<file path="config.mk">
export PLATFORM = sky130hd
export DESIGN_NAME = mem_port_arbiter_flat
export DESIGN_NICKNAME = d
export VERILOG_FILES = /design/src/rtl/mem_port_arbiter_if.sv /design/src/rtl/mem_port_arbiter.sv /design/src/flat_wrapper.sv
export SDC_FILE = /design/constraint.sdc
export NUM_CORES = 1
export LEC_CHECK = 0
export ABC_AREA = 1
export CAP_MARGIN = 20
export CORE_ASPECT_RATIO = 1.4
export CORE_MARGIN = 8
export CORE_UTILIZATION = 40
export DETAILED_ROUTE_END_ITERATION = 10
export GPL_ROUTABILITY_DRIVEN = 0
export PLACE_DENSITY = 0.87
export SLEW_MARGIN = 25
export SYNTH_ARGS = -nofsm -noshare
export SYNTH_HDL_FRONTEND = slang
export SYNTH_SLANG_ARGS = --single-unit
</file>
<file path="constraint.sdc">
create_clock -name i_clk -period 4 [get_ports i_clk]
set_input_delay 0.4 -clock i_clk [delete_from_list [all_inputs] [get_ports i_clk]]
set_output_delay 0.4 -clock i_clk [all_outputs]
set_load 0.03 [all_outputs]
</file>
<file path="src/rtl/mem_port_arbiter_if.sv">
// ============================================================================
// Module   : mem_port_arbiter_if
// Brief    : Fetch/data requester ports and shared memory port of the arbiter.
// Revision : 1.0 - initial release
// ============================================================================
`default_nettype none

interface mem_port_arbiter_if #(
  parameter int ADDR_WIDTH = 8,
  parameter int DATA_WIDTH = 32
);
  logic                  i_fetch_req;
  logic [ADDR_WIDTH-1:0] i_fetch_addr;
  logic [DATA_WIDTH-1:0] o_fetch_rdata;
  logic                  o_fetch_done;
  logic                  o_fetch_stall;

  logic                  i_data_req;
  logic                  i_data_we;
  logic [ADDR_WIDTH-1:0] i_data_addr;
  logic [DATA_WIDTH-1:0] i_data_wdata;
  logic [DATA_WIDTH-1:0] o_data_rdata;
  logic                  o_data_done;
  logic                  o_data_stall;

  logic                  o_mem_req;
  logic                  o_mem_we;
  logic [ADDR_WIDTH-1:0] o_mem_addr;
  logic [DATA_WIDTH-1:0] o_mem_wdata;
  logic                  i_mem_ack;
  logic [DATA_WIDTH-1:0] i_mem_rdata;

  // Arbiter side: it masters the shared memory and serves both requesters.
  modport master (
    input  i_fetch_req, i_fetch_addr,
    output o_fetch_rdata, o_fetch_done, o_fetch_stall,
    input  i_data_req, i_data_we, i_data_addr, i_data_wdata,
    output o_data_rdata, o_data_done, o_data_stall,
    output o_mem_req, o_mem_we, o_mem_addr, o_mem_wdata,
    input  i_mem_ack, i_mem_rdata
  );

  modport slave (
    output i_fetch_req, i_fetch_addr,
    input  o_fetch_rdata, o_fetch_done, o_fetch_stall,
    output i_data_req, i_data_we, i_data_addr, i_data_wdata,
    input  o_data_rdata, o_data_done, o_data_stall,
    input  o_mem_req, o_mem_we, o_mem_addr, o_mem_wdata,
    output i_mem_ack, i_mem_rdata
  );
endinterface

`default_nettype wire

</file>
<file path="src/rtl/mem_port_arbiter.sv">
// ============================================================================
// Module   : mem_port_arbiter
// Brief    : Shares one single-port memory between fetch and data requesters,
//            data-priority with a bounded starvation limit for fetch.
// Revision : 1.0 - initial release
// ============================================================================
`default_nettype none

module mem_port_arbiter #(
  parameter int ADDR_WIDTH   = 8,
  parameter int DATA_WIDTH   = 32,
  parameter int STARVE_LIMIT = 2
) (
  input wire logic            i_clk,
  input wire logic            i_reset,
  mem_port_arbiter_if.master  bus
);

  localparam logic [2:0] C_STARVE_LIMIT = 3'(STARVE_LIMIT);

  typedef enum logic [1:0] {
    IDLE       = 2'd0,
    BUSY_FETCH = 2'd1,
    BUSY_DATA  = 2'd2
  } state_t;

  state_t                r_state;
  state_t                w_state_nxt;
  logic [2:0]            r_starve_cnt;
  logic                  r_mem_req;
  logic                  r_mem_we;
  logic [ADDR_WIDTH-1:0] r_mem_addr;
  logic [DATA_WIDTH-1:0] r_mem_wdata;
  logic [DATA_WIDTH-1:0] r_fetch_rdata;
  logic [DATA_WIDTH-1:0] r_data_rdata;
  logic                  r_fetch_done;
  logic                  r_data_done;

  logic                  w_fetch_wins;
  logic                  w_grant_fetch;
  logic                  w_grant_data;
  logic                  w_ack;

  // Fetch only overrides data once it has lost STARVE_LIMIT times in a row.
  assign w_fetch_wins = bus.i_fetch_req &&
                        (!bus.i_data_req || (r_starve_cnt == C_STARVE_LIMIT));

  always_comb begin
    w_state_nxt   = r_state;
    w_grant_fetch = 1'b0;
    w_grant_data  = 1'b0;
    w_ack         = 1'b0;
    case (r_state)
      IDLE: begin
        if (w_fetch_wins) begin
          w_grant_fetch = 1'b1;
          w_state_nxt   = BUSY_FETCH;
        end else if (bus.i_data_req) begin
          w_grant_data  = 1'b1;
          w_state_nxt   = BUSY_DATA;
        end
      end
      BUSY_FETCH, BUSY_DATA: begin
        if (bus.i_mem_ack && r_mem_req) begin
          w_ack       = 1'b1;
          w_state_nxt = IDLE;
        end
      end
      default: w_state_nxt = IDLE;
    endcase
  end

  always_ff @(posedge i_clk or posedge i_reset) begin
    if (i_reset) begin
      r_state       <= IDLE;
      r_starve_cnt  <= 3'd0;
      r_mem_req     <= 1'b0;
      r_mem_we      <= 1'b0;
      r_mem_addr    <= '0;
      r_mem_wdata   <= '0;
      r_fetch_rdata <= '0;
      r_data_rdata  <= '0;
      r_fetch_done  <= 1'b0;
      r_data_done   <= 1'b0;
    end else begin
      r_state      <= w_state_nxt;
      r_fetch_done <= 1'b0;
      r_data_done  <= 1'b0;

      if (w_grant_fetch) begin
        r_mem_req    <= 1'b1;
        r_mem_we     <= 1'b0;
        r_mem_addr   <= bus.i_fetch_addr;
        r_mem_wdata  <= '0;
        r_starve_cnt <= 3'd0;
      end else if (w_grant_data) begin
        r_mem_req    <= 1'b1;
        r_mem_we     <= bus.i_data_we;
        r_mem_addr   <= bus.i_data_addr;
        r_mem_wdata  <= bus.i_data_wdata;
        if (!bus.i_fetch_req) begin
          r_starve_cnt <= 3'd0;
        end else if (r_starve_cnt != C_STARVE_LIMIT) begin
          r_starve_cnt <= r_starve_cnt + 3'd1;
        end
      end else if ((r_state == IDLE) && !bus.i_fetch_req) begin
        r_starve_cnt <= 3'd0;
      end

      if (w_ack) begin
        r_mem_req <= 1'b0;
        if (r_state == BUSY_FETCH) begin
          r_fetch_rdata <= bus.i_mem_rdata;
          r_fetch_done  <= 1'b1;
        end else begin
          r_data_done <= 1'b1;
          // Stores complete without disturbing the last load value.
          if (!r_mem_we) begin
            r_data_rdata <= bus.i_mem_rdata;
          end
        end
      end
    end
  end

  assign bus.o_mem_req     = r_mem_req;
  assign bus.o_mem_we      = r_mem_we;
  assign bus.o_mem_addr    = r_mem_addr;
  assign bus.o_mem_wdata   = r_mem_wdata;
  assign bus.o_fetch_rdata = r_fetch_rdata;
  assign bus.o_fetch_done  = r_fetch_done;
  assign bus.o_data_rdata  = r_data_rdata;
  assign bus.o_data_done   = r_data_done;
  assign bus.o_fetch_stall = bus.i_fetch_req && !r_fetch_done;
  assign bus.o_data_stall  = bus.i_data_req && !r_data_done;

endmodule

`default_nettype wire

</file>
<file path="src/flat_wrapper.sv">
// flat-port wrapper written by rule: the top's interface ports become plain ports
module mem_port_arbiter_flat 
#(
  parameter int ADDR_WIDTH   = 8,
  parameter int DATA_WIDTH   = 32,
  parameter int STARVE_LIMIT = 2
)
  (i_clk, i_reset, bus_i_fetch_req, bus_i_fetch_addr, bus_o_fetch_rdata, bus_o_fetch_done, bus_o_fetch_stall, bus_i_data_req, bus_i_data_we, bus_i_data_addr, bus_i_data_wdata, bus_o_data_rdata, bus_o_data_done, bus_o_data_stall, bus_o_mem_req, bus_o_mem_we, bus_o_mem_addr, bus_o_mem_wdata, bus_i_mem_ack, bus_i_mem_rdata);
  mem_port_arbiter_if #(.ADDR_WIDTH(ADDR_WIDTH), .DATA_WIDTH(DATA_WIDTH)) bus_i ();
  input wire logic i_clk;
  input wire logic i_reset;
  input wire logic [$bits(bus_i.i_fetch_req)-1:0] bus_i_fetch_req;
  input wire logic [$bits(bus_i.i_fetch_addr)-1:0] bus_i_fetch_addr;
  output wire logic [$bits(bus_i.o_fetch_rdata)-1:0] bus_o_fetch_rdata;
  output wire logic [$bits(bus_i.o_fetch_done)-1:0] bus_o_fetch_done;
  output wire logic [$bits(bus_i.o_fetch_stall)-1:0] bus_o_fetch_stall;
  input wire logic [$bits(bus_i.i_data_req)-1:0] bus_i_data_req;
  input wire logic [$bits(bus_i.i_data_we)-1:0] bus_i_data_we;
  input wire logic [$bits(bus_i.i_data_addr)-1:0] bus_i_data_addr;
  input wire logic [$bits(bus_i.i_data_wdata)-1:0] bus_i_data_wdata;
  output wire logic [$bits(bus_i.o_data_rdata)-1:0] bus_o_data_rdata;
  output wire logic [$bits(bus_i.o_data_done)-1:0] bus_o_data_done;
  output wire logic [$bits(bus_i.o_data_stall)-1:0] bus_o_data_stall;
  output wire logic [$bits(bus_i.o_mem_req)-1:0] bus_o_mem_req;
  output wire logic [$bits(bus_i.o_mem_we)-1:0] bus_o_mem_we;
  output wire logic [$bits(bus_i.o_mem_addr)-1:0] bus_o_mem_addr;
  output wire logic [$bits(bus_i.o_mem_wdata)-1:0] bus_o_mem_wdata;
  input wire logic [$bits(bus_i.i_mem_ack)-1:0] bus_i_mem_ack;
  input wire logic [$bits(bus_i.i_mem_rdata)-1:0] bus_i_mem_rdata;
  assign bus_i.i_fetch_req = bus_i_fetch_req;
  assign bus_i.i_fetch_addr = bus_i_fetch_addr;
  assign bus_o_fetch_rdata = bus_i.o_fetch_rdata;
  assign bus_o_fetch_done = bus_i.o_fetch_done;
  assign bus_o_fetch_stall = bus_i.o_fetch_stall;
  assign bus_i.i_data_req = bus_i_data_req;
  assign bus_i.i_data_we = bus_i_data_we;
  assign bus_i.i_data_addr = bus_i_data_addr;
  assign bus_i.i_data_wdata = bus_i_data_wdata;
  assign bus_o_data_rdata = bus_i.o_data_rdata;
  assign bus_o_data_done = bus_i.o_data_done;
  assign bus_o_data_stall = bus_i.o_data_stall;
  assign bus_o_mem_req = bus_i.o_mem_req;
  assign bus_o_mem_we = bus_i.o_mem_we;
  assign bus_o_mem_addr = bus_i.o_mem_addr;
  assign bus_o_mem_wdata = bus_i.o_mem_wdata;
  assign bus_i.i_mem_ack = bus_i_mem_ack;
  assign bus_i.i_mem_rdata = bus_i_mem_rdata;
  mem_port_arbiter #(.ADDR_WIDTH(ADDR_WIDTH), .DATA_WIDTH(DATA_WIDTH), .STARVE_LIMIT(STARVE_LIMIT)) u_core (.i_clk(i_clk), .i_reset(i_reset), .bus(bus_i));
endmodule
</file>
Word-level counts from Yosys, hierarchy flattened

Index checks and enable logic that the tools add are counted.
W data, S select, Z words.

Bits in registers: 113
Output and inout bits: 110
Input port bits: 86

Add/subtract/negate cells: 1
Bitwise gates (word level): 2
Equality and inequality tests: 7
Reductions and logical operators: 19
Muxes and demuxes: 29

Operator list:

| cell                  | number |
|---|---|
| $mux W32              | 2 |
| $mux W1               | 16 |
| $mux W8               | 2 |
| $mux W3               | 5 |
| $mux W2               | 3 |
| $ne A3 B2 Y1 const B  | 2 |
| $reduce_and A2 Y1     | 3 |
| $reduce_bool A3 Y1    | 2 |
| $logic_and A1 B1 Y1   | 5 |
| $logic_not A1 Y1      | 4 |
| $ne A4 B3 Y1 const B  | 1 |
| $pmux W2 S2           | 1 |
| $add A3 B1 Y3 const B | 1 |
| $eq A3 B2 Y1 const B  | 1 |
| $reduce_and A3 Y1     | 1 |
| $eq A2 B1 Y1 const B  | 1 |
| $eq A2 B2 Y1 const B  | 1 |
| $logic_not A2 Y1      | 1 |
| $ne A2 B1 Y1 const B  | 1 |
| $not A1 Y1            | 2 |
| $reduce_bool A2 Y1    | 1 |
| $reduce_or A2 Y1      | 1 |
| $logic_or A1 B1 Y1    | 1 |

Depth between registers and ports, before layout

Gate-level depths: netlist of run 1.

Word-level depth: 8
Gate-level depth with buffers: 10
Depth with buffers taken out: 9

Worst setup path before layout of run 1

Ideal clock, no wire load.

Path kind: flip-flop to flip-flop
Start point: register u_core.r_state[0]
End point: register u_core.r_fetch_rdata[7], in the netlist u_core.bus.o_fetch_rdata[7]
Stages on the path, launching flop included: 10
Setup time: 0.130 ns
Setup slack: 2.518 ns
Arrival: 1.352 ns
Buffers on the path: 2
Cell sequence: dfrtp_1 inv_1 ha_1 nand3_1 inv_1 nand2_1 buf_6 buf_2 nand2_1 o21ai_0

Cells in the longest elaborated chain, start to end: 4

Ends and longest elaborated chain:

| item                                         | line                                            | RTL |
|---|---|---|
| from (decl)                                  | mem_port_arbiter.sv:27                          | `state_t r_state;` |
| from (signal assigned)                       | mem_port_arbiter.sv:86                          | `r_state <= w_state_nxt;` |
| $eq A2 B2 Y1 or $eq A2 B1 Y1 (tied branches) | mem_port_arbiter.sv:53, mem_port_arbiter.sv:112 |  |
| $reduce_or A2 Y1                             | mem_port_arbiter.sv:53                          | `case (r_state)` |
| $mux W1                                      | mem_port_arbiter.sv:53                          |  |
| $reduce_and A2 Y1 (no line) (*)              | --                                              |  |
| to (signal assigned)                         | mem_port_arbiter.sv:113                         | `r_fetch_rdata <= bus.i_mem_rdata;` |
| to (decl)                                    | mem_port_arbiter.sv:34                          | `logic [DATA_WIDTH-1:0] r_fetch_rdata;` |

Mark *: on every way between the ends. The rest lies on a longest branch, timed or not.
A chain may end at the register's enable or synchronous reset.

Final worst setup path of run 1

Start point: input port bus_i_fetch_req
End point: output port bus_o_fetch_stall

Cells in the longest elaborated chain, start to end: 1

Ends and longest elaborated chain:

| item                | line                    | RTL |
|---|---|---|
| from (decl)         | flat_wrapper.sv:12      | `input wire logic [$bits(bus_i.i_fetch_req)-1:0] bus_i_fetch_req;` |
| $logic_and A1 B1 Y1 | mem_port_arbiter.sv:134 | `assign bus.o_fetch_stall = bus.i_fetch_req && !r_fetch_done;` |
| to (decl)           | flat_wrapper.sv:16      | `output wire logic [$bits(bus_i.o_fetch_stall)-1:0] bus_o_fetch_stall;` |

Every way passes these cells.

==> flow_metrics.py, run 1 <==
metrics = {
    "cells_and_area": {
        "synthToLayoutAreaGrowth_pct": 58.92,
        "final_common_cell": "nand2_1",
        "final_cell_mix": "nand2_1 (196), clkdlybuf4s50_1 (195), dfrtp_1 (113)",
        "nNetsFinal": 770,
        "drive_gt1_share_pct": 7.792,
        "insertedDiodeCount": 0,
        "fin_cells": 837,
    },
    "grt": {
        "grt_antenna_before_repair": 0,
        "gr-usage-all-layers_pct": 17.98,
        "grt_pass1_wl_microns": 21510,
        "grt_max_degree": 83,
        "overflow": 0,
        "grt_pass1_vias": 4226,
    },
    "critical_path": {
        "worstSetupEndpointType": "output pin",
        "rr_worst_depth": 7,
        "worstPathArrival_ns": 2.22,
        "crit_path_max_fanout": 13,
        "r2r_setup_slack_ns": 1.99,
        "timing.rr.end": "u_core.bus.o_mem_addr[5]",
        "worstSetupPathType": "in2out",
        "crit_required_ns": 3.60,
        "cp-start-kind": "input pin",
        "rr_startpoint": "u_core.r_state[1]",
    },
    "synth": {
        "yosys-top-cells-area": "dfrtp_1 (62%), nand2_1 (16%), o21ai_0 (7.5%)",
        "synthAdderAreaFrac_pct": 1.106,
        "yosys_register_bits": 113,
        "synth_compound_area_share_pct": 8.018,
        "synthMuxAreaShare_pct": 0,
        "avgSynthCellArea_sq_um": 9.312,
        "synth_simple_gate_area_share_pct": 21.34,
        "synth-xor-area-share_pct": 0.1935,
        "synth_cells": 486,
        "syn-cell-area_sq_um": 4526,
        "synth_top_family_by_area": "simple AND/OR/NAND/NOR gates",
        "yosysSeqAreaShare_pct": 62.48,
        "synth.largest_area_cell": "dfrtp_1",
        "yosysTopAreaCellShare_pct": 62.48,
        "yosysWarnings": 0,
        "ys_types": 22,
        "synth_nets": 576,
    },
    "place": {
        "hpwl_microns": 9781,
        "place_ws_ns": 1.439,
        "dpl.cell_count": 805,
        "port_buffers": 195,
    },
    "power_and_ir_drop": {
        "power_density_nw_per_um2": 956.0,
        "p_sw_share_pct": 41.38,
        "switchingPower_mw": 2.845,
        "pwr-share-comb_pct": 47.4,
        "p_leak_nw": 3.505,
        "power_mw": 6.875,
        "clkPwrFrac_pct": 23.6,
        "irDropWorstVdd_mv": 0.4949,
        "pwr-share-seq_pct": 29.0,
        "p_int_mw": 4.030,
    },
    "routing": {
        "drt_first_iter_violations": 191,
        "dr_wl_met3_microns": 1132,
        "wirelength_microns": 13290,
        "drc": 0,
        "drt.antenna.violating_nets": 0,
        "viasPerCell": 4.720,
        "met2RoutedLength_microns": 6862,
        "wire_per_inst_microns": 15.88,
        "met1_length_microns": 4928,
        "num_vias": 3951,
        "top_layer": "met4",
        "dr.pass1.iters": 5,
    },
    "cts": {
        "cts_inserted_buffers": 17,
        "post_cts_buffers": 0,
        "clk_latency_ns": 0.40,
        "cts-root-buf": "clkbuf_16",
        "ctsHoldBuffers": 0,
        "cts-resized-gates": 0,
        "cts_tree": "yes",
        "cts-htree-levels": 4,
        "clockBufferDepth": 2,
        "cts_sinks": 113,
        "clkSlewWorstSetupHoldPaths_ns": 0.05,
    },
    "timing": {
        "drv_slew": 0,
        "rsz0062_at_grt": "no",
        "fin_tns_setup_ns": 0,
        "hold_slack_ns": 0.4756,
        "setup_viol": 0,
        "final_hold_viol_count": 0,
        "fin_skew_ns": 0.009970,
        "period_share_pct": 65.53,
        "setup_ws_ns": 1.379,
        "max_slew_margin_pct": 50.78,
        "worstMarginPinSlew_ns": 0.7383,
        "period_needed_ns": 2.621,
        "fmax_mhz": 381.5,
    },
    "floorplanning": {
        "die_y_microns": 141.9,
        "core_area_sq_um": 11170,
        "rows": 46,
        "io_pins": 196,
        "dieArea_sq_um": 15020,
        "start_util_pct": 40.53,
        "die_w_microns": 105.9,
    },
    "min_path": {
        "min_path_type": "reg2reg",
        "hold_end": "u_core.bus.o_mem_wdata[28]",
        "hold_path.startpoint": "u_core.bus.o_mem_wdata[28]",
        "whs_path_depth": 2,
    },
    "flow_run": {
        "drv_cap": 0,
    },
    "status": {
        "outcome": "finished, final reports clean",
    },
}
layer usage:
layer,vias up,GRT usage (%)
li1,1903,-
met1,1859,18.62
met2,165,31.18
met3,24,7.399
met4,0,7.732
met5,-,0
power by group through the flow:
stage               sequential (mW)  clock (mW)  combinational [mW]
global placement               1.97           0                3.20
global route                   2.06        1.70                3.49
detailed placement             2.00           0                3.28
finish                         1.99        1.62                3.26
floorplan                      3.00           0               0.843
CTS                            2.00        1.65                3.30
layout make-up:
cell class / instances / area, sq um
fill: 844 / 3974
sequential: 113 / 2828
timing repair buffer: 198 / 1974
multi-input combinational: 307 / 1400
clock buffer: 18 / 429.2
clock inverter: 14 / 214.0
tap: 144 / 180.2
inverter: 43 / 166.4
metrics by stage:
stage                     cell area (sq um)  util [%]
after global routing                   7192     64.41
after floorplan                        4526         -
after global placement                 6536     58.54
final                                  7192     64.41
after detailed placement               6536     58.54
after CTS                              7179     64.30
cell families after synthesis:
group | count (synthesis)
buffers and inverters | 66
AOI/OAI and AO/OA | 71
xor gates and xnor gates | 1
DFF | 113
adders and majority gates | 4
and+or+nand+nor | 231
Yosys cell counts (all sizes together):
| library cell | n |
|---|---|
| nand2 | 212 |
| dfrtp | 113 |
| o21ai | 69 |
| inv | 43 |
| buf | 12 |
| clkbuf | 11 |
| nand4 | 10 |
| nor2 | 5 |
| ha | 4 |
| nand3 | 4 |
| o21a | 1 |
| o22ai | 1 |
| xnor2 | 1 |
worst max-delay path by stage:
stage / endpoint / start / slack, ns / depth (start not counted)
floorplan: u_core.bus.o_data_done / i_reset / 0.61 / 1
global placement: bus_o_fetch_stall / bus_i_fetch_req / 1.49 / 4
detailed placement: bus_o_fetch_stall / bus_i_fetch_req / 1.44 / 4
CTS: bus_o_fetch_stall / bus_i_fetch_req / 1.40 / 4
global route: bus_o_fetch_stall / bus_i_fetch_req / 1.32 / 4
finish: bus_o_fetch_stall / bus_i_fetch_req / 1.38 / 4
critical path: stages:
cell	delay, ns
clkdlybuf4s50_1	0.82
inv_1	0.17
nor2_1	0.13
clkdlybuf4s50_1	0.70
state kept, by name, indices dropped and copies added, names as in the netlist:
register,count
u_core.bus.o_mem_wdata,32
u_core.bus.o_fetch_done,1
u_core.r_starve_cnt,3
u_core.bus.o_mem_req,1
u_core.bus.o_data_rdata,32
u_core.bus.o_fetch_rdata,32
u_core.r_state,2
u_core.bus.o_mem_addr,8
u_core.bus.o_data_done,1
u_core.bus.o_mem_we,1
Note: power is estimated with default switching activity, not from simulation.
==> run 2, diff against run 1 <==
--- a/config.mk
+++ b/config.mk
@@ -9,10 +9,10 @@
 export CAP_MARGIN = 20
 export CORE_ASPECT_RATIO = 1.4
 export CORE_MARGIN = 8
-export CORE_UTILIZATION = 40
+export CORE_UTILIZATION = 38
 export DETAILED_ROUTE_END_ITERATION = 10
 export GPL_ROUTABILITY_DRIVEN = 0
-export PLACE_DENSITY = 0.87
+export PLACE_DENSITY = 0.86
 export SLEW_MARGIN = 25
 export SYNTH_ARGS = -nofsm -noshare
 export SYNTH_HDL_FRONTEND = slang
==> constraint.sdc (replaced) <==
create_clock -name i_clk -period 2.3 [get_ports i_clk]
set_input_delay 0.23 -clock i_clk [delete_from_list [all_inputs] [get_ports i_clk]]
set_output_delay 0.23 -clock i_clk [all_outputs]
set_load 0.03 [all_outputs]
==> flow_metrics.py, run 2 (synthesized netlist as in run 1, its figures left out) <==
metrics = {
    "status": {
        "outcome": "finished, final reports clean",
    },
    "routing": {
        "dr.pass1.iters": 5,
        "num_vias": 4019,
        "wire_per_inst_microns": 15.78,
        "drt.antenna.violating_nets": 0,
        "wirelength_microns": 13350,
        "drc": 0,
        "viasPerCell": 4.751,
        "drt_first_iter_violations": 119,
    },
    "grt": {
        "grt_pass1_wl_microns": 21500,
        "gr-usage-all-layers_pct": 17.35,
        "grt_pass1_vias": 4256,
        "grt_antenna_before_repair": 0,
        "grt_max_degree": 66,
        "overflow": 0,
    },
    "timing": {
        "fmax_mhz": 535.1,
        "period_needed_ns": 1.869,
        "fin_skew_ns": 0.006937,
        "final_hold_viol_count": 0,
        "hold_slack_ns": 0.2713,
        "fin_tns_setup_ns": 0,
        "max_slew_margin_pct": 60.58,
        "rsz0062_at_grt": "no",
        "period_share_pct": 81.26,
        "setup_viol": 0,
        "worstMarginPinSlew_ns": 0.5913,
        "drv_slew": 0,
    },
    "critical_path": {
        "worstSetupEndpointType": "output pin",
        "crit_chain": "clkdlybuf4s50_1, inv_1, nor2_1, clkdlybuf4s50_1",
        "critPathMostFrequentCell": "clkdlybuf4s50_1",
        "timing.rr.end": "u_core.bus.o_mem_addr[2]",
        "cp-start-kind": "input pin",
        "slowest_delay_ns": 0.69,
        "worstSetupPathType": "in2out",
        "crit_path_max_fanout": 3,
        "rr_startpoint": "u_core.r_state[1]",
        "endpoint": "bus_o_data_stall",
        "slowest_stage": "clkdlybuf4s50_1",
        "crit_required_ns": 2.07,
        "startpoint": "bus_i_data_req",
        "rr_worst_depth": 8,
        "worstPathArrival_ns": 1.64,
        "r2r_setup_slack_ns": 0.52,
    },
    "power_and_ir_drop": {
        "p_int_mw": 6.924,
        "power_mw": 11.87,
        "p_sw_share_pct": 41.69,
        "irDropWorstVdd_mv": 0.9754,
        "pwr-share-seq_pct": 29.2,
        "clkPwrFrac_pct": 22.5,
        "switchingPower_mw": 4.950,
        "power_density_nw_per_um2": 1640,
        "p_leak_nw": 3.513,
        "pwr-share-comb_pct": 48.2,
    },
    "floorplanning": {
        "die_y_microns": 145.1,
        "io_pins": 196,
        "die_w_microns": 108.2,
        "start_util_pct": 38.67,
        "core_area_sq_um": 11700,
        "rows": 47,
        "dieArea_sq_um": 15710,
    },
    "cts": {
        "cts-root-buf": "clkbuf_16",
        "post_cts_buffers": 0,
        "ctsHoldBuffers": 0,
        "cts_tree": "yes",
        "clk_latency_ns": 0.40,
        "clkSlewWorstSetupHoldPaths_ns": 0.06,
        "cts_sinks": 113,
        "cts-resized-gates": 0,
        "cts-htree-levels": 4,
        "clockBufferDepth": 2,
        "cts_inserted_buffers": 17,
    },
    "place": {
        "port_buffers": 195,
        "hpwl_microns": 10150,
    },
    "cells_and_area": {
        "nNetsFinal": 776,
        "synthToLayoutAreaGrowth_pct": 59.94,
        "insertedDiodeCount": 0,
        "drive_gt1_share_pct": 8.584,
        "final_cell_mix": "nand2_1 (196), clkdlybuf4s50_1 (195), dfrtp_1 (113)",
        "final_common_cell": "nand2_1",
        "fillers": 950,
    },
    "flow_run": {
        "drv_cap": 0,
    },
    "min_path": {
        "min_path_type": "in2async",
    },
}
-- run 2: changes by cell type in the layout (fill, tap and decap cells not counted), sizes merged --
cell,previous run,this run
buf,3,9
clkinvlp,3,4
clkbuf,18,20
clkinv,6,5
bufinv,5,3
-- run 2: worst min-delay path by stage --
stage	start	to	slack [ns]
after CTS	i_reset	u_core.bus.o_mem_wdata[11]	0.29
final	i_reset	u_core.bus.o_mem_wdata[19]	0.27
after detailed placement	u_core.bus.o_mem_wdata[5]	u_core.bus.o_mem_wdata[5]	0.47
after global placement	u_core.bus.o_mem_wdata[18]	u_core.bus.o_mem_wdata[18]	0.46
after global routing	i_reset	u_core.bus.o_mem_wdata[10]	0.30
after floorplan	bus_i_data_wdata[20]	u_core.bus.o_mem_wdata[20]	0.33
-- run 2: stage by stage --
step	util [%]	cells	instance area, sq um	worst slack (ns)
floorplan	-	486	4529	0.6986
global placement	56.60	814	6624	0.4123
detailed placement	56.60	814	6624	0.4136
CTS	61.85	846	7238	0.4163
global route	61.85	846	7238	0.3802
finish	61.85	846	7238	0.4310
-- run 2: power by group through the flow --
stage / registers (mW) / clock network (mW) / logic, mW
after global placement: 3.43 / 0 / 5.62
final: 3.47 / 2.67 / 5.73
after global routing: 3.57 / 2.83 / 6.14
after CTS: 3.47 / 2.74 / 5.81
after detailed placement: 3.48 / 0 / 5.79
after floorplan: 5.22 / 0 / 1.47
-- run 2: metal layers --
layer	track usage, %	share of wire [%]	up-vias	wire [microns]
li1	-	-	1913	-
met1	17.62	37	1912	4936
met2	29.98	51	166	6841
met3	6.959	9.3	28	1237
met4	7.875	2.5	0	331
met5	0	0	-	0
-- run 2: final cells by class --
cell class	instances	area [sq um]	area share (%)
flip-flops and latches	113	2828	39.07
well taps	147	183.9	2.541
repair buffers	204	2057	28.42
clock buffers	20	456.7	6.309
multi-input cells	307	1390	19.20
inverters	43	165.2	2.282
clock inverters	12	157.7	2.178
-- run 2: critical path: cells and delay by family --
family / cells / cell delay [ns]
AND/OR/NAND/NOR: 1 / 0.11
buffers and inverters: 3 / 1.30
